===== src/rtl/redmule_x_feeder_if.sv =====
// Stream-in / X-row-out bundle of the RedMulE X feeder.
// The slave modport is the feeder's view; master is the streamer + X buffer side.
interface redmule_x_feeder_if #(
    parameter int unsigned DW = 288
);
    logic [DW-1:0] stream_data_i;
    logic          stream_valid_i;
    logic          stream_ready_o;
    logic          load_o;
    logic [DW-1:0] x_data_o;

    modport slave (
        input  stream_data_i,
        input  stream_valid_i,
        output stream_ready_o,
        output load_o,
        output x_data_o
    );

    modport master (
        output stream_data_i,
        output stream_valid_i,
        input  stream_ready_o,
        input  load_o,
        input  x_data_o
    );
endinterface


===== src/rtl/redmule_x_feeder.sv =====
// X-buffer feeder: beat FIFO plus tile loader, one load per X row, gated by the scheduler ack.
// Optional leftover-element zero masking under `REDMULE_XFEED_LEFTOVER_MASK_EN.
module redmule_x_feeder #(
    parameter int unsigned DW         = 288,
    parameter int unsigned BITW       = 16,
    parameter int unsigned W          = 12,
    parameter int unsigned FIFO_DEPTH = 2
) (
    input  logic                         clk_i,
    input  logic                         rst_ni,
    input  logic                         clear_i,
    input  logic                         start_i,
    input  logic [$clog2(W):0]           cfg_rows_i,
    input  logic [15:0]                  cfg_tiles_i,
    input  logic [$clog2(DW/BITW):0]     cfg_valid_elems_i,
    input  logic                         rst_w_index_i,
    output logic                         tile_done_o,
    output logic                         job_done_o,
    output logic                         busy_o,
    redmule_x_feeder_if.slave            xif
);
    localparam int unsigned RW = $clog2(W) + 1;
    localparam int unsigned PW = $clog2(FIFO_DEPTH);
    localparam int unsigned CW = $clog2(FIFO_DEPTH) + 1;
    localparam int unsigned TW = 16;

    typedef enum logic [1:0] {IDLE, FILL, WAIT_ACK} state_e;

    state_e          state_q, state_d;
    logic [DW-1:0]   mem_q [FIFO_DEPTH];
    logic [PW-1:0]   wr_ptr_q, rd_ptr_q;
    logic [CW-1:0]   count_q;
    logic [RW-1:0]   rows_q, row_cnt_q, rows_cfg;
    logic [TW-1:0]   tiles_q, tile_cnt_q;
    logic [DW-1:0]   head, row_data;
    logic            push, load, tile_done, job_done;
    logic            start_job, row_inc, row_clr, tile_inc;

    assign xif.stream_ready_o = (count_q < CW'(FIFO_DEPTH));
    assign push               = xif.stream_valid_i && xif.stream_ready_o;
    assign head               = mem_q[rd_ptr_q];
    assign rows_cfg           = (cfg_rows_i == '0 || cfg_rows_i > RW'(W)) ? RW'(W) : cfg_rows_i;

    // Beat storage: data path only, no reset needed
    always_ff @(posedge clk_i) begin
        if (push && !clear_i) begin
            mem_q[wr_ptr_q] <= xif.stream_data_i;
        end
    end

    always_ff @(posedge clk_i or negedge rst_ni) begin
        if (!rst_ni) begin
            wr_ptr_q <= '0;
            rd_ptr_q <= '0;
            count_q  <= '0;
        end else if (clear_i) begin
            wr_ptr_q <= '0;
            rd_ptr_q <= '0;
            count_q  <= '0;
        end else begin
            if (push) wr_ptr_q <= wr_ptr_q + PW'(1);
            if (load) rd_ptr_q <= rd_ptr_q + PW'(1);
            count_q <= count_q + CW'(push) - CW'(load);
        end
    end

    always_ff @(posedge clk_i or negedge rst_ni) begin
        if (!rst_ni) begin
            state_q <= IDLE;
        end else if (clear_i) begin
            state_q <= IDLE;
        end else begin
            state_q <= state_d;
        end
    end

    always_comb begin
        state_d   = state_q;
        load      = 1'b0;
        tile_done = 1'b0;
        job_done  = 1'b0;
        start_job = 1'b0;
        row_inc   = 1'b0;
        row_clr   = 1'b0;
        tile_inc  = 1'b0;
        case (state_q)
            IDLE: begin
                if (start_i && cfg_tiles_i != '0) begin
                    start_job = 1'b1;
                    state_d   = FILL;
                end
            end
            FILL: begin
                if (count_q != '0) begin
                    load    = 1'b1;
                    row_inc = 1'b1;
                    if (row_cnt_q == rows_q - RW'(1)) begin
                        row_clr = 1'b1;
                        state_d = WAIT_ACK;
                    end
                end
            end
            WAIT_ACK: begin
                if (rst_w_index_i) begin
                    tile_done = 1'b1;
                    tile_inc  = 1'b1;
                    if (tile_cnt_q == tiles_q - TW'(1)) begin
                        job_done = 1'b1;
                        state_d  = IDLE;
                    end else begin
                        state_d  = FILL;
                    end
                end
            end
            default: state_d = IDLE;
        endcase
        // A clear in the same cycle suppresses every pulse
        if (clear_i) begin
            load      = 1'b0;
            tile_done = 1'b0;
            job_done  = 1'b0;
        end
    end

    always_ff @(posedge clk_i or negedge rst_ni) begin
        if (!rst_ni) begin
            rows_q     <= '0;
            tiles_q    <= '0;
            row_cnt_q  <= '0;
            tile_cnt_q <= '0;
        end else if (clear_i) begin
            rows_q     <= '0;
            tiles_q    <= '0;
            row_cnt_q  <= '0;
            tile_cnt_q <= '0;
        end else begin
            if (start_job) begin
                rows_q     <= rows_cfg;
                tiles_q    <= cfg_tiles_i;
                row_cnt_q  <= '0;
                tile_cnt_q <= '0;
            end
            if (row_clr) begin
                row_cnt_q <= '0;
            end else if (row_inc) begin
                row_cnt_q <= row_cnt_q + RW'(1);
            end
            if (tile_inc) begin
                tile_cnt_q <= tile_cnt_q + TW'(1);
            end
        end
    end

`ifdef REDMULE_XFEED_LEFTOVER_MASK_EN
    localparam int unsigned N_ELEM = DW / BITW;
    localparam int unsigned EW     = $clog2(N_ELEM) + 1;

    logic [EW-1:0] elems_cfg, elems_q;

    assign elems_cfg = (cfg_valid_elems_i == '0 || cfg_valid_elems_i > EW'(N_ELEM))
                     ? EW'(N_ELEM) : cfg_valid_elems_i;

    always_ff @(posedge clk_i or negedge rst_ni) begin
        if (!rst_ni) begin
            elems_q <= '0;
        end else if (clear_i) begin
            elems_q <= '0;
        end else if (start_job) begin
            elems_q <= elems_cfg;
        end
    end

    // Zero every element at or beyond the valid element count
    always_comb begin
        row_data = head;
        for (int i = 0; i < int'(N_ELEM); i++) begin
            if (EW'(i) >= elems_q) begin
                row_data[i*BITW +: BITW] = '0;
            end
        end
    end
`else
    logic unused_elems;

    assign unused_elems = ^cfg_valid_elems_i;
    assign row_data     = head;
`endif

    assign xif.load_o   = load;
    assign xif.x_data_o = load ? row_data : '0;
    assign tile_done_o  = tile_done;
    assign job_done_o   = job_done;
    assign busy_o       = (state_q != IDLE);

endmodule


===== src/flat_wrapper.sv =====
// flat-port wrapper written by rule: the top's interface ports become plain ports
module redmule_x_feeder_flat 
#(
    parameter int unsigned DW         = 288,
    parameter int unsigned BITW       = 16,
    parameter int unsigned W          = 12,
    parameter int unsigned FIFO_DEPTH = 2
)
  (clk_i, rst_ni, clear_i, start_i, cfg_rows_i, cfg_tiles_i, cfg_valid_elems_i, rst_w_index_i, tile_done_o, job_done_o, busy_o, xif_stream_data_i, xif_stream_valid_i, xif_stream_ready_o, xif_load_o, xif_x_data_o);
  redmule_x_feeder_if #(.DW(DW)) xif_i ();
  input  logic clk_i;
  input  logic rst_ni;
  input  logic clear_i;
  input  logic start_i;
  input  logic [$clog2(W):0] cfg_rows_i;
  input  logic [15:0] cfg_tiles_i;
  input  logic [$clog2(DW/BITW):0] cfg_valid_elems_i;
  input  logic rst_w_index_i;
  output logic tile_done_o;
  output logic job_done_o;
  output logic busy_o;
  input wire logic [$bits(xif_i.stream_data_i)-1:0] xif_stream_data_i;
  input wire logic [$bits(xif_i.stream_valid_i)-1:0] xif_stream_valid_i;
  output wire logic [$bits(xif_i.stream_ready_o)-1:0] xif_stream_ready_o;
  output wire logic [$bits(xif_i.load_o)-1:0] xif_load_o;
  output wire logic [$bits(xif_i.x_data_o)-1:0] xif_x_data_o;
  assign xif_i.stream_data_i = xif_stream_data_i;
  assign xif_i.stream_valid_i = xif_stream_valid_i;
  assign xif_stream_ready_o = xif_i.stream_ready_o;
  assign xif_load_o = xif_i.load_o;
  assign xif_x_data_o = xif_i.x_data_o;
  redmule_x_feeder #(.DW(DW), .BITW(BITW), .W(W), .FIFO_DEPTH(FIFO_DEPTH)) u_core (.clk_i(clk_i), .rst_ni(rst_ni), .clear_i(clear_i), .start_i(start_i), .cfg_rows_i(cfg_rows_i), .cfg_tiles_i(cfg_tiles_i), .cfg_valid_elems_i(cfg_valid_elems_i), .rst_w_index_i(rst_w_index_i), .tile_done_o(tile_done_o), .job_done_o(job_done_o), .busy_o(busy_o), .xif(xif_i));
endmodule

===== config.mk =====
export PLATFORM = sky130hd
export DESIGN_NAME = redmule_x_feeder_flat
export DESIGN_NICKNAME = d
export VERILOG_FILES = /design/src/rtl/redmule_x_feeder_if.sv /design/src/rtl/redmule_x_feeder.sv /design/src/flat_wrapper.sv
export SDC_FILE = /design/constraint.sdc
export NUM_CORES = 1
export LEC_CHECK = 0
export CORE_ASPECT_RATIO = 0.8
export CORE_MARGIN = 5
export CORE_UTILIZATION = 42
export CTS_CLUSTER_SIZE = 16
export DETAILED_ROUTE_END_ITERATION = 7
export PLACE_DENSITY = 0.67
export RECOVER_POWER = 25
export SLEW_MARGIN = 20
export SYNTH_ARGS = -nofsm -noshare
export SYNTH_HDL_FRONTEND = slang
export SYNTH_SLANG_ARGS = --single-unit

===== constraint.sdc =====
create_clock -name clk_i -period 27.1 [get_ports clk_i]
set_input_delay 5.42 -clock clk_i [delete_from_list [all_inputs] [get_ports clk_i]]
set_output_delay 5.42 -clock clk_i [all_outputs]
set_load 0.01 [all_outputs]

==> summary.txt, run 1 <==
Placed design
  – Routability Congestion: 0.845
  – Port bufs: roughly 610
  – Detailed Place HPWL: between 40000 and 50000 um
  – Placed cells: between 2000 and 3000

Job
  – Max cap viols: 1

Timing
  – Setup_tns: 0 ps
  – Hold Violations, Final: 0
  – Final count of negative-setup-slack endpoints: 0
  – Final Max Slew Viols: 49
  – FMAX: roughly 0.069 GHz
  – Hold_ws: between 500 and 600 ps
  – Min Clock Period, post-route: between 10000 and 15000 ps
  – RSZ-0062 raised after global routing: no
  – Tcrit/Tclk final: 53.2%
  – Actual slew at the worst max-slew pin: around 2600 ps
  – Slew HR: -71.7%
  – Worst Clk Skew: between 30 and 40 ps

CTS
  – Clock Latency Late Sink: 630 ps
  – Reg clk slew, reported paths: around 60 ps
  – Root Buffer Master: clkbuf_16
  – Hold buffers post-CTS: 0
  – CTS tree: built
  – H-Tree Depth: 2
  – Post-CTS Setup Bufs: 0
  – Clock tree buffer depth: 3
  – CTS Buf Count: 60
  – Post_cts resized: 0
  – Clk sinks: 624

Setup path
  – CP endpoint kind: output port
  – Worst Path Required: ~22000 ps
  – Slowest cell on crit path: nand2b_4
  – Critical Path AT: approximately 9000 ps
  – Type of origin of the critical path: input pin
  – Setup CP Type: in -> out
  – Most frequent CP cell: clkdlybuf4s50_1
  – Peak fanout along the critical path: 156
  – Critical-path cell list: clkdlybuf4s50_1 -> buf_4 -> nand2b_4 -> buf_12 -> buf_16 -> inv_1 -> clkdlybuf4s50_1
  – Crit path max-delay family: buffers and inverters
  – WP buf/inv: 6
  – Slowest cell delay on critical path: roughly 760 ps

Logic synthesis
  – Synth area leader: edfxtp_1
  – Post-Synthesis Cell Area: 0.0245 mm^2
  – Syn avg cell area: between 15 and 20 um^2
  – Net count after synthesis: around 1900
  – Post-synthesis compound-gate area fraction: around 1.9%
  – Synth cell types: 52
  – #FFs+latches synth: 624
  – Synth Area in Adders: less than 1%
  – Share of Yosys cell area claimed by the top area cell type: 70.5%
  – Ys async rst share: under 10%
  – Prevailing post-synth register cell: edfxtp_1
  – Number of synthesized flops with an enable pin: between 500 and 600
  – XOR/XNOR Fraction of Synth Area: 1.20%
  – Register area share after synthesis: between 70% and 80%
  – Synth warn: 0
  – Synth top area cells: edfxtp_1 71%, mux2i_1 12%, dfrtp_1 4.9%, nor2_1 4.9%, clkbuf_1 1.2%
  – Simple-gate share of the synthesized area: 7.75%
  – Post-Syn Instances: 1578
  – Mux share of post-synthesis cell area: 11.8%
  – Largest family of logic cells by synthesized area: multiplexers

Drt
  – Drt first pass iters: 5
  – Starting DRT DRC Count: roughly 1100
  – Via count: around 15000
  – Drt total wl: 64200 um
  – Wire per inst: between 20 and 25 um
  – Remaining DRCs: 0
  – Vias per inst: 5.05
  – Detail Route Antenna Nets: 0

Cells and area
  – Syn-to-layout area delta: 35.7%
  – Share of layout cells above drive strength 1: about 4.7%
  – Final std cells w/o fill: ~3000
  – Total Nets Final: approximately 2500

GRT
  – Aggregate global-route resource usage: 19.1%
  – First-pass GRT wire length: ~93000 um
  – Vias in the first global route: about 15000
  – Congestion Overflow GR: 0
  – Pin count of the biggest net entering global routing: about 220
  – Initial antenna violation count: 36

Pwr
  – Worst VDD drop: ~54 uV
  – PD cells: 73.8 mW/mm^2
  – Leakage Power: ~11 nW
  – Total Power: roughly 2.5 mW

Die
  – Die W: between 200 and 300 um
  – Core box area: 0.0580 mm^2
  – Num rows: 79
  – Die height: 226 um
  – Starting Density: a little over two fifths
  – Top-Level Pins: 614
  – Die area: around 0.063 mm^2

Outcome
  – Outcome: finished, violations left
  – Failing checks: max-capacitance violations, max-slew violations

Hold path
  – Worst hold path type: reg -> reg
[through the flow]
stage / area [um^2] / setup WS, ps / utilization, %
2_1_floorplan: 24500 / 9400 / -
3_3_place_gp: 31400 / 12840 / 54.1
3_5_place_dp: 31400 / 12820 / 54.1
4_1_cts: 33200 / 12820 / 57.2
5_1_grt: 33300 / 12490 / 57.3
6_report: 33300 / 12670 / 57.4
[cell usage after synthesis, drive strengths merged, types with 2 or more instances]
cell type	n
nand3b	4
nand4b	2
clkbuf	78
mux2i	289
inv	17
nor2	319
ha	6
a311oi	2
o21ai	25
or4	2
nor4	13
nand3	7
a21oi	25
and3	6
nor3	12
xnor2	20
nand4	12
nor2b	4
edfxtp	576
a211oi	2
a31oi	5
xor2	11
dfrtp	48
buf	7
nor3b	4
and2	3
nand2b	3
or3	3
nand2	50
a211o	2
o31ai	4
[path summary, 6_finish.rpt]
| kind | start | end | slack [ps] | depth (start not counted) |
|---|---|---|---|---|
| hold / removal | u_core.tile_cnt_q[3] | u_core.tile_cnt_q[3] | 550 | 1 |
| setup reg to reg | u_core.state_q[0] | u_core.count_q[0] | 23330 | 10 |
| setup / recovery | clear_i | xif_load_o | 12670 | 7 |
| min in group asynchronous | rst_ni | u_core.tiles_q[6] | 5630 | 1 |
| hold reg to reg | u_core.tile_cnt_q[3] | u_core.tile_cnt_q[3] | 550 | 1 |
| max in group asynchronous | rst_ni | u_core.rd_ptr_q | 19660 | 1 |
[state kept, by name, indices dropped and copies added, names as in the netlist]
register	cells
u_core.wr_ptr_q	1
u_core.mem_q	576
u_core.rd_ptr_q	1
u_core.row_cnt_q	5
u_core.rows_q	5
u_core.tiles_q	16
u_core.state_q	2
u_core.count_q	2
u_core.tile_cnt_q	16
[cells in the final DEF, fill, tap and decap left out, drive strengths merged, types with 31 or more instances in the layout]
| cell | instances |
|---|---|
| dfrtp | 48 |
| mux2i | 289 |
| clkinv | 31 |
| nor2 | 319 |
| dlygate4sd3 | 173 |
| edfxtp | 576 |
| clkbuf | 76 |
| clkdlybuf4s50 | 433 |
| nand2 | 50 |
[where the power goes]
group	internal, mW	total (mW)	switching (mW)
Sequential	1.15	1.18	0.0330
Clock	0.418	0.769	0.351
Combinational	0.236	0.504	0.268
Total	1.80	2.45	0.652
[logic make-up (layout without fill, tap and decap cells)]
| logic type | count (synthesis) | in the layout |
|---|---|---|
| buf+inv | 102 | 748 |
| fa+ha+maj | 6 | 6 |
| flops | 624 | 624 |
| other cells | 0 | 24 |
| compound gates | 76 | 76 |
| mux | 290 | 290 |
| simple gates | 448 | 448 |
| xor+xnor | 32 | 32 |
[area by class of cell]
type,instances,area (um^2)
Timing Repair Buffer,621,6230
Sequential cell,624,18500
Fill cell,4498,24700
Antenna cell,24,60.1
Clock buffer,75,1560
Multi-Input combinational cell,852,5660
Inverter,17,63.8
Tap cell,769,962
Clock inverter,35,241
[layer usage]
layer	GRT usage, %	vias up	part of all wire (%)
met2	31.9	517	49
met1	23.9	7530	39
li1	-	7058	-
met4	6.06	14	2.9
met3	5.96	121	8.3
met5	0	-	0.13
[worst reg2reg max path, cell delays in order, from the launching register on]
cell and delay [ps]:
dfrtp_1 420, inv_1 90, nor3_1 520, nand2b_4 580, buf_12 550, buf_16 360
inv_1 470, ha_1 260, inv_1 60, ha_1 210, nor2b_1 120
No activity file was read; power rests on OpenSTA's default activity.
==> inputs of run 2 (changes only) <==
==> constraint.sdc (replaced) <==
create_clock -name clk_i -period 13.6 [get_ports clk_i]
set_input_delay 2.72 -clock clk_i [delete_from_list [all_inputs] [get_ports clk_i]]
set_output_delay 2.72 -clock clk_i [all_outputs]
set_load 0.01 [all_outputs]
==> run 2 against run 1 <==
The flow now finishes without violations. Clock-buffer cell count decreased by 6. Routed wire length decreased by 0.30%. Design area increased by 0.64%. Largest cell class unchanged. Highest routed layer unchanged.
==> summary.txt, run 2 (synthesis gave the netlist of run 1 again) <==
Placed design
  – Routability Congestion: 0.851 (was 0.845)
  – Port bufs: 607 (unchanged)
  – Detailed Place HPWL: 44000 um (was 43300 um)
  – Placed cells: 2884 (was 2882)
  – Placement Cell Area: 0.0314 mm^2 (about the same)
  – Worst slack, placed: 4700 ps (was 12820 ps)

GRT
  – First-pass GRT wire length: 94600 um (was 93200 um)
  – Vias in the first global route: 15700 (was 15300)
  – Pin count of the biggest net entering global routing: 165 (was 216)
  – Aggregate global-route resource usage: 19.4% (was 19.1%)
  – Initial antenna violation count: 34 (was 36)
  – Congestion Overflow GR: 0 (unchanged)

Die
  – Core box area: 0.0580 mm^2 (unchanged)
  – Die height: 226 um (unchanged)
  – Top-Level Pins: 614 (unchanged)
  – Die W: 280 um (unchanged)
  – Die area: 0.0634 mm^2 (unchanged)
  – Num rows: 79 (unchanged)
  – Starting Density: 42.3% (unchanged)

Setup path
  – Worst Path Required: 10880 ps (was 21680 ps)
  – CP endpoint kind: output port (unchanged)
  – Type of origin of the critical path: input pin (unchanged)
  – Setup CP Type: in -> out (unchanged)
  – Critical Path AT: 6170 ps (was 9010 ps)
  – Peak fanout along the critical path: 58 (was 156)

Cells and area
  – Share of layout cells above drive strength 1: 5.29% (was 4.68%)
  – Final std cells w/o fill: 3019 (was 3017)
  – Top reg by flops: u_core.mem_q (unchanged)
  – Final Util: 57.7% (was 57.4%)
  – Area of the multi-input gates: 0.00566 mm^2 (unchanged)
  – Top flop regs: u_core.mem_q: 576 flops, u_core.tile_cnt_q: 16 flops, u_core.tiles_q: 16 flops (unchanged)
  – Filler cells: 4538 (was 4498)
  – Commonest non-fill, non-tap cell in the layout: edfxtp_1 (unchanged)
  – Finished Cell Area: 0.0335 mm^2 (was 0.0333 mm^2)
  – Sequential cell area: 0.0185 mm^2 (unchanged)
  – Syn-to-layout area delta: 36.5% (was 35.7%)
  – Total Nets Final: 2505 (was 2503)
  – Max reg flops: 576 (unchanged)
  – Highest-count cells in the layout ignoring fill and taps: 576 x edfxtp_1, 407 x clkdlybuf4s50_1, 319 x nor2_1 (was 576 x edfxtp_1, 433 x clkdlybuf4s50_1, 319 x nor2_1)

CTS
  – Clock Latency Late Sink: 630 ps (about the same)
  – Hold buffers post-CTS: 0 (unchanged)
  – H-Tree Depth: 2 (unchanged)
  – CTS tree: built (unchanged)
  – Post-CTS Setup Bufs: 0 (unchanged)
  – Clock tree buffer depth: 3 (unchanged)
  – CTS Buf Count: 61 (was 60)
  – Reg clk slew, reported paths: 60 ps (about the same)
  – Root Buffer Master: clkbuf_16 (unchanged)
  – Clk sinks: 624 (unchanged)
  – Post_cts resized: 0 (unchanged)

Pwr
  – Leakage Power: 11.1 nW (was 10.9 nW)
  – Worst VDD drop: 113 uV (was 54.3 uV)
  – PD cells: 151 mW/mm^2 (was 73.8 mW/mm^2)
  – Total Power: 5.04 mW (was 2.45 mW)

Timing
  – Setup WS post-layout: 4710 ps (was 12670 ps)
  – FMAX: between 0.1 and 0.15 GHz
  – Final Max Slew Viols: 0 (was 49)
  – Hold_ws: 556 ps (was 551 ps)
  – Final count of negative-setup-slack endpoints: 0 (unchanged)
  – Hold Violations, Final: 0 (unchanged)
  – Slew HR: 16.5% (was -71.7%)
  – Worst Clk Skew: 31.3 ps (was 34.7 ps)
  – Tcrit/Tclk final: approximately 65%
  – Setup_tns: 0 ps (unchanged)
  – Actual slew at the worst max-slew pin: 1250 ps (was 2580 ps)
  – RSZ-0062 raised after global routing: no (unchanged)
  – Min Clock Period, post-route: 8890 ps

Drt
  – Via count: 15200 (about the same)
  – Starting DRT DRC Count: 841 (was 1093)
  – Vias per inst: 5.05 (about the same)
  – Drt total wl: 64000 um (was 64200 um)
  – Drt first pass iters: 5 (unchanged)
  – Remaining DRCs: 0 (unchanged)
  – Detail Route Antenna Nets: 0 (unchanged)
  – Wire per inst: 21.2 um (was 21.3 um)

Outcome
  – Outcome: complete, no violations (was finished, violations left)

Hold path
  – Worst hold path type: reg -> reg (unchanged)

Job
  – Max cap viols: 0 (was 1)
==> run 2: cell count changes in the layout (fill, tap and decap cells not counted), moves of 2 or more <==
cell,change
bufinv_16,+6
clkbuf_1,-8
clkdlybuf4s50_1,-26
clkinvlp_4,+3
diode_2,-3
dlygate4sd3_1,+26
inv_8,+2
==> run 2: report_power, final <==
| part | switching, mW | leakage, nW | internal [mW] |
|---|---|---|---|
| logic | 0.537 | 4.15 | 0.472 |
| registers | 0.0602 | 5.93 | 2.29 |
| clock network | 0.721 | 0.976 | 0.961 |
==> run 2: final cells by class <==
cell class	count	area share, %
antenna	21	0.157
clock buffer	69	4.65
clock inverter	45	1.38
inverter	17	0.190
multi-input combinational	852	16.9
sequential	624	55.2
tap	769	2.87
timing repair buffer	622	18.6
==> run 2: critical path: stages <==
cell and delay, ps:
clkdlybuf4s50_1 460, buf_4 350, nand2b_4 590, buf_4 550
buf_4 630, nor2_1 150, clkdlybuf4s50_1 620
==> run 2: worst paths after layout <==
path                                        from                    end  slack (ps)  cells after the start
max in group asynchronous                 rst_ni        u_core.rd_ptr_q       10880                      2
max                                      clear_i      xif_x_data_o[237]        4710                      7
min reg2reg                u_core.tile_cnt_q[11]  u_core.tile_cnt_q[11]         560                      1
max reg2reg                    u_core.count_q[1]   u_core.mem_q[1][181]        9740                      4
min in group asynchronous                 rst_ni     u_core.tiles_q[10]        2230                      2
min                        u_core.tile_cnt_q[11]  u_core.tile_cnt_q[11]         560                      1
==> run 2: layer usage <==
| layer | global-route usage, % | routed length [um] |
|---|---|---|
| met5 | 0 | 92 |
| met4 | 5.52 | 1600 |
| met3 | 6.98 | 5480 |
| met2 | 33.2 | 32300 |
| met1 | 23.3 | 24500 |
==> inputs of run 3 (changes only) <==
==> constraint.sdc (replaced) <==
create_clock -name clk_i -period 9.1 [get_ports clk_i]
set_input_delay 1.82 -clock clk_i [delete_from_list [all_inputs] [get_ports clk_i]]
set_output_delay 1.82 -clock clk_i [all_outputs]
set_load 0.01 [all_outputs]
==> run 3 against run 2 <==
The run now ends with max-capacitance violations, max-slew violations left. First-iteration DRC count grew 27%. Sequential power grew 50%. Utilization grew 0.071 points. Clock-buffer cell count shrank 2. Clock power grew 52%. Sequential share of layout area shrank 0.068 points. Die area is the same. Setup slack lost 2100 ps. Sequential cell count is the same. Design area grew 0.12%. Power grew 50%.
==> summary.txt, run 3 (synthesis gave the netlist of run 1 again) <==
Outcome
  – Outcome: finished, violations left (was complete, no violations)
  – Failing checks: max-capacitance violations, max-slew violations

Timing
  – Min Clock Period, post-route: approximately 6500 ps
  – Tcrit/Tclk final: slightly above 70%
  – Hold_ws: 558 ps (was 556 ps)
  – Worst Clk Skew: 30.9 ps (was 31.3 ps)
  – Hold Violations, Final: 0 (unchanged)
  – Final count of negative-setup-slack endpoints: 0 (unchanged)
  – RSZ-0062 raised after global routing: no (unchanged)
  – Slew HR: -74.2% (was 16.5%)
  – FMAX: 0.155 GHz
  – Actual slew at the worst max-slew pin: 2610 ps (was 1250 ps)
  – Final Max Slew Viols: 49 (was 0)

Drt
  – Detail Route Antenna Nets: 0 (unchanged)
  – Vias per inst: 5.07 (was 5.05)
  – Drt total wl: 64400 um (was 64000 um)
  – Drt first pass iters: 5 (unchanged)
  – Starting DRT DRC Count: 1068 (was 841)
  – Via count: 15300 (was 15200)
  – Remaining DRCs: 0 (unchanged)
  – Wire per inst: 21.3 um (was 21.2 um)

Pwr
  – PD cells: 226 mW/mm^2 (was 151 mW/mm^2)
  – Clock share of power: 33.6% (was 33.4%)
  – Leakage Power: 11.1 nW (about the same)
  – Power share of the sequential group: 46.4% (was 46.6%)
  – Worst VDD drop: 175 uV (was 113 uV)
  – Switching power: 1.99 mW (was 1.32 mW)
  – Comb pwr share: 20.0% (about the same)
  – Internal power: 5.59 mW (was 3.72 mW)
  – Switching Fraction: 26.3% (was 26.2%)

Placed design
  – Detailed Place HPWL: 43400 um (was 44000 um)
  – Routability Congestion: 0.849 (was 0.851)
  – Placement Cell Area: 0.0314 mm^2 (about the same)
  – Port bufs: 607 (unchanged)

Die
  – Starting Density: 42.3% (unchanged)
  – Die area: 0.0634 mm^2 (unchanged)
  – Top-Level Pins: 614 (unchanged)
  – Num rows: 79 (unchanged)
  – Die W: 280 um (unchanged)
  – Die height: 226 um (unchanged)
  – Core box area: 0.0580 mm^2 (unchanged)

Setup path
  – Critical Path Start: clear_i (unchanged)
  – Peak fanout along the critical path: 55 (was 58)
  – Setup CP Type: in -> out (unchanged)
  – WP depth: 6 (was 7)
  – Critical-path cell list: clkdlybuf4s50_1 -> buf_4 -> nand2b_4 -> buf_4 -> nor2_1 -> clkdlybuf4s50_1 (was clkdlybuf4s50_1 -> buf_4 -> nand2b_4 -> buf_4 -> buf_4 -> nor2_1 -> clkdlybuf4s50_1)
  – CP endpoint kind: output port (unchanged)
  – Critical Path AT: 4650 ps (was 6170 ps)
  – FF-to-FF path depth: 3 (was 4)
  – FF-to-FF End: u_core.mem_q[0][202] (was u_core.mem_q[1][181])
  – Worst r2r src: u_core.count_q[1] (unchanged)
  – WP buf/inv: 4 (was 5)
  – Worst Path Required: 7280 ps (was 10880 ps)
  – Type of origin of the critical path: input pin (unchanged)
  – Slowest cell delay on critical path: 700 ps (was 630 ps)
  – R2R Setup Slk: 6140 ps (was 9740 ps)
  – Slowest cell on crit path: nand2b_4 (was buf_4)
  – Crit path max-delay family: buffers and inverters (unchanged)
  – Worst setup path end: xif_x_data_o[212] (was xif_x_data_o[237])

CTS
  – H-Tree Depth: 2 (unchanged)
  – Hold buffers post-CTS: 0 (unchanged)
  – CTS Buf Count: 61 (unchanged)
  – Clock tree buffer depth: 3 (unchanged)
  – CTS tree: built (unchanged)
  – Post-CTS Setup Bufs: 0 (unchanged)
  – Root Buffer Master: clkbuf_16 (unchanged)
  – Clk sinks: 624 (unchanged)
  – Clock Latency Late Sink: 630 ps (about the same)
  – Post_cts resized: 0 (unchanged)
  – Reg clk slew, reported paths: 60 ps (about the same)

Cells and area
  – Final Util: 57.8% (was 57.7%)
  – Top flop regs: u_core.mem_q: 576 flops, u_core.tile_cnt_q: 16 flops, u_core.tiles_q: 16 flops (unchanged)
  – Syn-to-layout area delta: 36.7% (was 36.5%)
  – Highest-count cells in the layout ignoring fill and taps: 576 x edfxtp_1, 433 x clkdlybuf4s50_1, 319 x nor2_1 (was 576 x edfxtp_1, 407 x clkdlybuf4s50_1, 319 x nor2_1)
  – Commonest non-fill, non-tap cell in the layout: edfxtp_1 (unchanged)
  – Finished Cell Area: 0.0335 mm^2 (about the same)
  – Top reg by flops: u_core.mem_q (unchanged)
  – Total Nets Final: 2503 (was 2505)
  – Max reg flops: 576 (unchanged)
  – Share of layout cells above drive strength 1: 5.25% (was 5.29%)

Hold path
  – Worst hold path type: reg -> reg (unchanged)

GRT
  – Pin count of the biggest net entering global routing: 151 (was 165)
  – Vias in the first global route: 15500 (was 15700)
  – Aggregate global-route resource usage: 19.2% (was 19.4%)
  – Initial antenna violation count: 36 (was 34)
  – Congestion Overflow GR: 0 (unchanged)
  – First-pass GRT wire length: 93400 um (was 94600 um)

Job
  – Max cap viols: 1 (was 0)
==> run 3: worst min path at each step <==
stage,start,to,cells past startpoint,slack [ps]
global placement,u_core.rows_q[1],u_core.rows_q[1],2,540
global route,u_core.tile_cnt_q[11],u_core.tile_cnt_q[11],1,580
CTS,u_core.tile_cnt_q[15],u_core.tile_cnt_q[15],1,560
finish,u_core.rows_q[1],u_core.rows_q[1],2,560
floorplan,u_core.tile_cnt_q[3],u_core.tile_cnt_q[3],1,500
detailed placement,u_core.tile_cnt_q[15],u_core.tile_cnt_q[15],1,540
==> run 3: final cells by class <==
cell class | instances | area [um^2]
Fill cell | 4518 | 24500
Sequential cell | 624 | 18500
Clock inverter | 47 | 493
Timing Repair Buffer | 620 | 6240
Antenna cell | 22 | 55.1
Inverter | 17 | 63.8
Multi-Input combinational cell | 852 | 5670
Clock buffer | 67 | 1550
Tap cell | 769 | 962
==> run 3: worst reg2reg max path: cells and delay by family (launching register included) <==
kind / cells / cell delay (ps)
simple gates: 2 / 1110
buf+inv: 1 / 930
flops: 1 / 430
==> run 3: stage by stage <==
stage               TNS [ps]  power (mW)  setup WS, ps  std cells
CTS                        0        7.69          2590       2996
global placement           0        5.10          2600       2882
global route               0        7.90          2470       3011
detailed placement         0        5.12          2590       2882
finish                     0        7.59          2630       3018
floorplan            -197030        4.47          -684       1578
==> run 3: metal layers <==
metal / vias to the layer above / share of wire (%) / wire length, um / global-route usage, %
met5: - / 0.11 / 74 / 0
met3: 151 / 7.7 / 4960 / 5.67
met2: 526 / 50 / 31900 / 32.1
li1: 7059 / - / - / -
met4: 12 / 3.7 / 2370 / 7.08
met1: 7542 / 39 / 25000 / 23.8
==> run 3: power groups by stage <==
stage	Combinational (mW)	Sequential (mW)	Clock (mW)
finish	1.52	3.52	2.55
global route	1.63	3.54	2.73
CTS	1.55	3.52	2.61
detailed placement	1.54	3.58	0
global placement	1.53	3.57	0
floorplan	0.891	3.58	0
